`config.mk`:
```
export PLATFORM = sky130hd
export DESIGN_NAME = seven_segment_mux_counter
export DESIGN_NICKNAME = d
export VERILOG_FILES = /design/src/rtl/seg7_pkg.sv /design/src/rtl/bcd_digit.sv /design/src/rtl/seven_segment_mux_counter.sv
export SDC_FILE = /design/constraint.sdc
export NUM_CORES = 1
export LEC_CHECK = 0
export CORE_AREA = 2 2 75 94
export DETAILED_ROUTE_END_ITERATION = 8
export DIE_AREA = 0 0 77 96
export GPL_TIMING_DRIVEN = 0
export PLACE_DENSITY = 0.94
export SLEW_MARGIN = 20
export SYNTH_ARGS = -nofsm -noshare
export SYNTH_HDL_FRONTEND = slang
export SYNTH_SLANG_ARGS = --single-unit
```
`constraint.sdc`:
```
create_clock -name clk -period 6.3 [get_ports clk]
set_clock_uncertainty 0.15 [all_clocks]
set_input_delay 0.945 -clock clk [delete_from_list [all_inputs] [get_ports clk]]
set_output_delay 0.945 -clock clk [all_outputs]
set_load 0.02 [all_outputs]
```
`src/rtl/seg7_pkg.sv`:
```
// Shared seven-segment definitions: blank pattern, segment bit
// positions and the BCD-to-segment decoder used by display blocks.
package seg7_pkg;

   localparam logic [6:0] SEG7_BLANK = 7'b000_0000;

   localparam int SEG_A = 0;
   localparam int SEG_B = 1;
   localparam int SEG_C = 2;
   localparam int SEG_D = 3;
   localparam int SEG_E = 4;
   localparam int SEG_F = 5;
   localparam int SEG_G = 6;

   // Pattern literals are written g..a; they are mapped onto the
   // segment positions so a board with a different pinout only
   // needs the index constants changed.
   function automatic logic [6:0] bcd_to_seg(input logic [3:0] bcd);
      logic [6:0] pat;
      logic [6:0] seg;
      case (bcd)
         4'd0:    pat = 7'b011_1111;
         4'd1:    pat = 7'b000_0110;
         4'd2:    pat = 7'b101_1011;
         4'd3:    pat = 7'b100_1111;
         4'd4:    pat = 7'b110_0110;
         4'd5:    pat = 7'b110_1101;
         4'd6:    pat = 7'b111_1101;
         4'd7:    pat = 7'b000_0111;
         4'd8:    pat = 7'b111_1111;
         4'd9:    pat = 7'b110_1111;
         default: pat = SEG7_BLANK;
      endcase
      seg        = SEG7_BLANK;
      seg[SEG_A] = pat[0];
      seg[SEG_B] = pat[1];
      seg[SEG_C] = pat[2];
      seg[SEG_D] = pat[3];
      seg[SEG_E] = pat[4];
      seg[SEG_F] = pat[5];
      seg[SEG_G] = pat[6];
      return seg;
   endfunction

endpackage

```
`src/rtl/bcd_digit.sv`:
```
// One up/down BCD decade with synchronous clear.
// term_o flags 9 (counting up) or 0 (counting down).
module bcd_digit (
   input  logic       clk_i,
   input  logic       rst_i,
   input  logic       step_i,
   input  logic       up_down_i,
   input  logic       clear_i,
   output logic [3:0] value_o,
   output logic       term_o
);

   logic [3:0] value_q;
   logic [3:0] value_d;

   // Next value: clear wins, otherwise step up or down with wrap.
   always_comb begin
      value_d = value_q;
      if (clear_i) begin
         value_d = 4'd0;
      end else if (step_i) begin
         if (up_down_i) begin
            value_d = (value_q == 4'd9) ? 4'd0 : value_q + 4'd1;
         end else begin
            value_d = (value_q == 4'd0) ? 4'd9 : value_q - 4'd1;
         end
      end
   end

   // Decade register.
   always_ff @(posedge clk_i or posedge rst_i) begin
      if (rst_i) value_q <= 4'd0;
      else       value_q <= value_d;
   end

   assign value_o = value_q;
   assign term_o  = up_down_i ? (value_q == 4'd9)
                              : (value_q == 4'd0);

endmodule

```
`src/rtl/seven_segment_mux_counter.sv`:
```
// Multi-digit BCD counter with multiplexed seven-segment scan.
// Define SEG7_BLANK_EN to blank leading zero digits.
module seven_segment_mux_counter
   import seg7_pkg::*;
#(
   parameter int NUM_DIGITS = 4,
   parameter int TICK_COUNT = 16_000_000,
   parameter int SCAN_COUNT = 16_000
) (
   input  logic                    clk,
   input  logic                    reset,
   input  logic                    enable,
   input  logic                    clear,
   input  logic                    up_down,
   output logic [6:0]              led_out,
   output logic [NUM_DIGITS-1:0]   digit_sel,
   output logic [4*NUM_DIGITS-1:0] bcd_out,
   output logic                    carry_out
);

   localparam int PW = (TICK_COUNT > 1) ? $clog2(TICK_COUNT) : 1;
   localparam int SW = (SCAN_COUNT > 1) ? $clog2(SCAN_COUNT) : 1;
   localparam int IW = (NUM_DIGITS > 1) ? $clog2(NUM_DIGITS) : 1;

   localparam logic [PW-1:0] TICK_LAST = PW'(TICK_COUNT - 1);
   localparam logic [SW-1:0] SCAN_LAST = SW'(SCAN_COUNT - 1);
   localparam logic [IW-1:0] IDX_LAST  = IW'(NUM_DIGITS - 1);

   logic [PW-1:0]         presc_q, presc_d;
   logic [SW-1:0]         scan_cnt_q, scan_cnt_d;
   logic [IW-1:0]         scan_idx_q, scan_idx_d;
   logic                  carry_q, carry_d;
   logic [6:0]            led_q, led_d;
   logic [NUM_DIGITS-1:0] sel_q, sel_d;
   logic                  tick;
   logic [NUM_DIGITS:0]   step;
   logic [NUM_DIGITS-1:0] term;
   logic [3:0]            cur_dig;
   logic                  blank;

   // Count prescaler: advances while enabled, clear restarts it.
   always_comb begin
      tick    = enable & (presc_q == TICK_LAST);
      presc_d = presc_q;
      if (clear) begin
         presc_d = '0;
      end else if (enable) begin
         presc_d = tick ? '0 : presc_q + PW'(1);
      end
   end

   // Ripple the tick up through decades sitting at their terminal.
   assign step[0] = tick;

   for (genvar i = 0; i < NUM_DIGITS; i++) begin : g_dig
      bcd_digit u_dig (
         .clk_i     (clk),
         .rst_i     (reset),
         .step_i    (step[i]),
         .up_down_i (up_down),
         .clear_i   (clear),
         .value_o   (bcd_out[4*i +: 4]),
         .term_o    (term[i])
      );
      assign step[i+1] = step[i] & term[i];
   end

   // A step leaving the top decade is a full wrap.
   assign carry_d = step[NUM_DIGITS] & ~clear;

   // Free-running scan timer and digit index.
   always_comb begin
      scan_cnt_d = scan_cnt_q + SW'(1);
      scan_idx_d = scan_idx_q;
      if (scan_cnt_q == SCAN_LAST) begin
         scan_cnt_d = '0;
         scan_idx_d = (scan_idx_q == IDX_LAST) ? '0
                                               : scan_idx_q + IW'(1);
      end
   end

   // Select the scanned digit and decide whether it is a leading zero.
   always_comb begin
      cur_dig = 4'd0;
      for (int i = 0; i < NUM_DIGITS; i++) begin
         if (scan_idx_q == IW'(i)) cur_dig = bcd_out[4*i +: 4];
      end
      blank = 1'b0;
`ifdef SEG7_BLANK_EN
      begin
         logic zero_run;
         zero_run = 1'b1;
         for (int i = NUM_DIGITS - 1; i > 0; i--) begin
            zero_run = zero_run & (bcd_out[4*i +: 4] == 4'd0);
            if (scan_idx_q == IW'(i) && zero_run) blank = 1'b1;
         end
      end
`endif
      led_d = blank ? SEG7_BLANK : bcd_to_seg(cur_dig);
      sel_d = NUM_DIGITS'(1) << scan_idx_q;
   end

   // State and registered display outputs.
   always_ff @(posedge clk or posedge reset) begin
      if (reset) begin
         presc_q    <= '0;
         scan_cnt_q <= '0;
         scan_idx_q <= '0;
         carry_q    <= 1'b0;
         led_q      <= SEG7_BLANK;
         sel_q      <= NUM_DIGITS'(1);
      end else begin
         presc_q    <= presc_d;
         scan_cnt_q <= scan_cnt_d;
         scan_idx_q <= scan_idx_d;
         carry_q    <= carry_d;
         led_q      <= led_d;
         sel_q      <= sel_d;
      end
   end

   assign led_out   = led_q;
   assign digit_sel = sel_q;
   assign carry_out = carry_q;

endmodule

```
==> summary.md, run 1 <==
| Metric | Value |
|---|---|
| CTS tree | built |
| Worst hold-check path type | flop to flop |
| CP Buf/Inv Count | 3 |
| Maximum vdd ir drop | about 180 uV |
| H-tree depth reported by CTS | 3 |
| Die ar. | around 7400 sq um |
| Worst Hold Path Cells | 1 |
| Nets | between 500 and 600 |
| DRT antenna net count | 0 |
| Starting DRT DRC Count | between 300 and 400 |
| Clk Tree Root Cell | clkbuf_8 |
| Initial Utilization | 61.1% |
| M1 wire length | between 3 and 4 mm |
| Tmin final | between 3000 and 4000 ps |
| Worst skew pair latency | 360 ps |
| Placed cell area | 4430 sq um |
| Fmax achieved | about 330 MHz |
| Status | complete, no violations |
| Total CTS buffers | 9 |
| Syn avg cell area | roughly 9 sq um |
| CP max FO | 10 |
| Top post-synthesis cells by area | dfrtp_1 (42%), ha_1 (5.6%), nand2_1 (4.8%) |
| Hold Crit Endpoint | scan_cnt_q[6] |
| Core ar. | 6520 sq um |
| Fin area | between 4000 and 5000 sq um |
| Die height | roughly 96 microns |
| Async set or reset register ratio after synthesis | 100% |
| Ant. Diodes | 0 |
| Worst-case clock buffer depth | 2 |
| Post-CTS Hold Fix Bufs | 0 |
| Reg2Reg Capture Point | led_out[4] |
| Vias post-DR | around 3500 |
| Most used cell, CP | clkbuf_1 |
| CP Capture Type | flop |
| Syn Std Cell Area | around 4000 sq um |
| WP data required | 6430 ps |
| Layout cells sized above 1 | 5.91% |
| DR top layer | met4 |
| Synth warnings | 0 |
| Cell Chain, Critical Path | clkdlybuf4s50_1, clkbuf_1, clkbuf_1, o221ai_1, a221o_1, a21oi_1 |
| Setup TNS | 0 ps |
| Vias in the first global route | 3441 |
| Seq cells post-synth | slightly below 70 |
| Initial antenna violation count | 0 |
| Met3 wire len | 522 microns |
| Tot GR Track Use | 25.4% |
| DRT Wirelength | between 8 and 9 mm |
| # resized after CTS | 0 |
| DPL Wire Length | 6.20 mm |
| Row count | 33 |
| Final Hold Viols | 0 |
| Total grt overflow | 0 |
| Number of synthesized flops with an enable pin | 0 |
| Router iterations before antenna repair | 7 |
| Global-route wire length before repair | between 10 and 15 mm |
| Fin. max-slew vios | 0 |
| Slew HR | between 40 and 50% |
| Sequential share of the synthesized area | 42.7% |
| Port buffer count | 30 |
| Pin count of the biggest net entering global routing | 62 |
| Top cells by count, synth | dfrtp_1 (67), nand2_1 (51), nor2_1 (46) |
| Dominant synthesized flop cell | dfrtp_1 |
| Syn Nets | between 400 and 500 |
| RSZ-0062 raised after global routing | no |
| Power Density | 189 nW/um^2 |
| Postcts setup bufs | 0 |
| Top Ports | 33 |
| Post-synth top area share | between 40% and 50% |
| Final Cycle Share | around half |
| CP arrival | ~3200 ps |
| CTS clk-pin slew, worst paths | about 80 ps |
| CP startpoint kind | input port |
| R2R depth | 9 |
| Origin of the critical flop-to-flop path | scan_idx_q[0] |
| Syn Inst Count | approximately 440 |
| Drt wl/cell | between 15 and 20 microns |
| Area Overhead vs Synth | 16.6% |
| Leakage | 1.93 nW |
| Hold Startpoint | scan_cnt_q[6] |
| Via density | about 6 |
| WL met2 | approximately 4.6 mm |
| Gp weighted congestion | roughly 0.95 |
| # clock sinks | about 70 |
| Residual DRC | 0 |
| Tightest Pin Transition | 811 ps |
| FF-to-FF setup slack | between 3000 and 4000 ps |
| Chip Width | between 70 and 80 microns |
| Slowest cell on the critical path | clkdlybuf4s50_1 |
| Fill cell count | between 400 and 500 |
| Post-synthesis cell type count | 57 |
| Maxcap violations | 0 |
| CP delay by family, top | buffers and inverters |
| Worst path max stage delay | 620 ps |
| Critical path type | input port to flop |
| Final setup viols | 0 |
| Top-count cell post-synth | dfrtp_1 |
| Area leader, netlist | dfrtp_1 |
## report_power, final
part,total [mW],switching (mW),leakage [nW],internal (mW)
registers,0.438,0.00114,0.900,0.437
clock network,0.405,0.180,0.110,0.225
logic,0.0363,0.0259,0.920,0.0104
total,0.879,0.207,1.93,0.672
## state kept, by name, indices dropped and copies added, names as in the netlist
signal,cells
presc_q,24
g_dig.u_dig.value_o,16
scan_cnt_q,14
led_out,7
digit_sel,4
scan_idx_q,2
carry_out,1
## cells in the final DEF, fill, tap and decap left out, types with 8 or more instances in the layout
cell              n
a21oi_1          21
and3_1           11
clkbuf_1         21
clkbuf_8          9
clkdlybuf4s50_1  30
dfrtp_1          67
ha_1             18
inv_1            16
mux2i_1          12
nand2_1          51
nand3_1          16
nand4_1          14
nor2_1           46
nor3_1           14
o21ai_0          17
or3_1             8
xnor2_1          21
xor2_1           15
## per-layer routing
metal  up-vias  GRT usage (%)
met5         -              0
met3        26           4.22
met2       159           47.0
li1       1654              -
met4         0           13.7
met1      1703           28.2
## cell families (layout without fill, tap and decap cells)
| family | Yosys count | in the layout | share of synthesized area (%) |
|---|---|---|---|
| xor gates and xnor gates | 36 | 36 | 7.91 |
| and+or+nand+nor | 191 | 191 | 24.0 |
| adders and majority gates | 18 | 18 | 5.65 |
| buffers and inverters | 43 | 90 | 4.14 |
| DFF | 68 | 68 | 42.7 |
| muxes | 14 | 14 | 3.58 |
| AOI/OAI and AO/OA | 74 | 74 | 12.0 |
## final cells by class
class | instances | area, sq um | area share, %
buffer | 25 | 97.6 | 2.10
clock buffer | 9 | 124 | 2.66
clock inverter | 7 | 98.8 | 2.13
inverter | 18 | 70.1 | 1.51
multi-input combinational | 333 | 2120 | 45.6
sequential | 68 | 1700 | 36.6
tap | 87 | 109 | 2.34
timing repair buffer | 31 | 328 | 7.05
## how the worst max path moves through the flow
stage	from	end	slack [ps]	cells after the start
after global placement	reset	g_dig[2].u_dig.value_o[2]	2450	2
after floorplan	reset	carry_out	3500	1
final	up_down	g_dig[1].u_dig.value_o[1]	3240	6
after CTS	up_down	g_dig[1].u_dig.value_o[1]	3340	6
after global routing	up_down	g_dig[1].u_dig.value_o[1]	3150	6
after detailed placement	up_down	g_dig[1].u_dig.value_o[1]	2990	6
## through the flow
stage / setup WS (ps) / total power [mW] / hold slack, ps / std cells / utilization [%]
final: 3240 / 0.879 / 325 / 578 / 71.3
after global routing: 3150 / 0.906 / 347 / 578 / 71.3
after CTS: 3340 / 0.883 / 327 / 578 / 71.3
after detailed placement: 2990 / 0.483 / 315 / 562 / 67.9
after global placement: 2450 / 0.479 / 306 / 561 / 67.4
after floorplan: 3500 / 0.470 / 292 / 444 / -
No activity file was read; power rests on OpenSTA's default activity.
==> inputs of run 2 (changes only) <==
Settings changed: CORE_AREA 2 2 75 94 to 2 2 81 102, DIE_AREA 0 0 77 96 to 0 0 83 104, PLACE_DENSITY 0.94 to 0.86.
Clock period 6.3 ns to 2.6 ns, I/O delays scaled along.
==> run 2 against run 1 <==
Die area increased by 17%. Worst hold slack got worse by 170 ps. Flip-flop and latch count is the same. Largest power group unchanged. First-iteration DRC count shrank 27%. Highest routed layer unchanged. Critical endpoint unchanged. Non-clock buffer count did not move. Global-route usage is 4.8 points lower. Largest cell class unchanged.
==> summary.md, run 2 (same netlist as run 1, synthesis figures left out) <==
| Metric | Value |
|---|---|
| Status | complete, no violations |
| Most common cell after layout, fill and taps aside | dfrtp_1 |
| CP arrival | 2490 ps (-700 ps) |
| GR Util met2 | 36.7% (-10 points) |
| Clk Tree Root Cell | clkbuf_8 |
| # clock sinks | 68 (unchanged) |
| Power Density | 421 nW/um^2 (+120%) |
| Worst skew pair latency | 360 ps (about the same) |
| Core ar. | 7700 sq um (+18%) |
| CP startpoint kind | input port |
| Register Area | 1700 sq um (unchanged) |
| Global-route wire length before repair | 14.7 mm (-2.1%) |
| DRT Wirelength | 8.56 mm (-3.8%) |
| Worst-case clock buffer depth | 2 (unchanged) |
| Final Cycle Share | between 90% and 100% |
| Fill cell count | 636 (+33%) |
| Chip Width | 83 microns (+7.8%) |
| Nets | 509 (unchanged) |
| Total CTS buffers | 9 (unchanged) |
| Residual DRC | 0 (unchanged) |
| Overall power | 1.95 mW (+120%) |
| Initial Utilization | 51.8% (-9.4 points) |
| CTS clk-pin slew, worst paths | 80 ps (about the same) |
| Cell Chain, Critical Path | clkdlybuf4s50_1, buf_1, clkbuf_2, o221ai_1, a221o_1, a21oi_1 |
| Commonest non-fill, non-tap cells in the layout | dfrtp_1 (67), nand2_1 (51), nor2_1 (46) |
| Vias post-DR | 3358 (-5.2%) |
| # resized after CTS | 0 (unchanged) |
| Max reg flops | 24 (unchanged) |
| Post-CTS Hold Fix Bufs | 0 (unchanged) |
| DRT antenna net count | 0 (unchanged) |
| GR peak layer | met2 |
| CTS tree | built |
| Maxcap violations | 0 (unchanged) |
| Die ar. | 8630 sq um (+17%) |
| Router iterations before antenna repair | 4 (-3) |
| Fin. max-slew vios | 0 (unchanged) |
| Tot GR Track Use | 20.6% (-4.8 points) |
| Slowest cell on the critical path | clkdlybuf4s50_1 |
| RSZ-0062 raised after global routing | no |
| Row count | 36 (+9.1%) |
| WP data required | 2720 ps (-3710 ps) |
| CP max FO | 10 (unchanged) |
| Worst path max stage delay | 640 ps (+20 ps) |
| Met1 usage | 23.6% (-4.6 points) |
| Drt wl/cell | 14.6 microns (-5.1%) |
| Top Ports | 33 (unchanged) |
| Ant. Diodes | 0 (unchanged) |
| Initial antenna violation count | 0 (unchanged) |
| Final Hold Viols | 0 (unchanged) |
| Register name with the most flops | presc_q |
| Worst hold-check path type | input port to async pin |
| H-tree depth reported by CTS | 3 (unchanged) |
| Fin Hold WS | 159 ps (-166 ps) |
| Leakage | 1.94 nW (+0.33%) |
| DPL Wire Length | 6.07 mm (-2.0%) |
| Final setup viols | 0 (unchanged) |
| Postcts setup bufs | 0 (unchanged) |
| Setup TNS | 0 ps (unchanged) |
| Slew HR | 56.0% (+10 points) |
| CP Capture Type | flop |
| Gp weighted congestion | 0.903 (-5.0%) |
| Critical path type | input port to flop |
| Via density | 5.73 (-6.5%) |
| M3 GR Usage | 4.92% (+0.70 points) |
| R2R depth | 6 (-3) |
| Layout cells sized above 1 | 6.31% (+0.41 points) |
| Area Overhead vs Synth | 16.4% |
| Tightest Pin Transition | 654 ps (-157 ps) |
| Port buffer count | 30 (unchanged) |
| Starting DRT DRC Count | 225 (-27%) |
| Maximum vdd ir drop | 247 uV (+34%) |
| Die height | 104 microns (+8.3%) |
| Area of the multi-input gates | 2140 sq um (+1.2%) |
| Tmin final | approximately 2400 ps |
| Fmax achieved | approximately 420 MHz |
| Total grt overflow | 0 (unchanged) |
| Pin count of the biggest net entering global routing | 53 (-15%) |
| Vias in the first global route | 3287 (-4.5%) |
run 2: cell types whose count changed in the layout (fill, tap and decap cells not counted), sizes merged:
cell    before  now
clkbuf      31   34
clkinv       4    3
buf          4    5
bufinv       2    0
inv         18   17
run 2: final timing paths:
check	from	endpoint	slack (ps)
setup / recovery	up_down	g_dig[1].u_dig.value_o[1]	240
setup reg to reg	presc_q[3]	presc_q[16]	250
hold reg to reg	scan_cnt_q[6]	scan_cnt_q[6]	320
hold / removal	reset	presc_q[2]	160
max in group asynchronous	reset	digit_sel[0]	1590
min in group clk	enable	presc_q[1]	270
run 2: worst max-delay path, delay by kind of cell:
family,cells,cell delay [ps]
buf+inv,3,1410
compound gates,3,690
run 2: layer usage:
| metal | share of wire, % | up-vias | wire length, microns |
|---|---|---|---|
| met5 | 0 | - | 0 |
| met4 | 1.4 | 0 | 119 |
| met3 | 4.3 | 10 | 372 |
| met2 | 53 | 84 | 4570 |
| met1 | 41 | 1610 | 3500 |
| li1 | - | 1654 | - |
run 2: area by class of cell:
type	count	area share (%)
tap	95	2.56
multi-input combinational	333	46.2
buffer	25	2.13
clock buffer	13	3.42
timing repair buffer	31	7.06
clock inverter	3	0.458
sequential	68	36.7
inverter	18	1.51
run 2: metrics by stage:
stage	util (%)	setup slack (ps)	instance area (sq um)	std cells
2_1_floorplan	-	350	3990	444
3_3_place_gp	57.2	-719	4410	569
3_5_place_dp	57.6	-197	4440	570
4_1_cts	59.9	14.1	4620	586
5_1_grt	60.3	20.3	4640	586
6_report	60.3	239	4640	586
run 2: report_power, final:
part	internal, mW	switching, mW
combinational	0.0253	0.0612
sequential	1.06	0.00274
clock	0.399	0.406
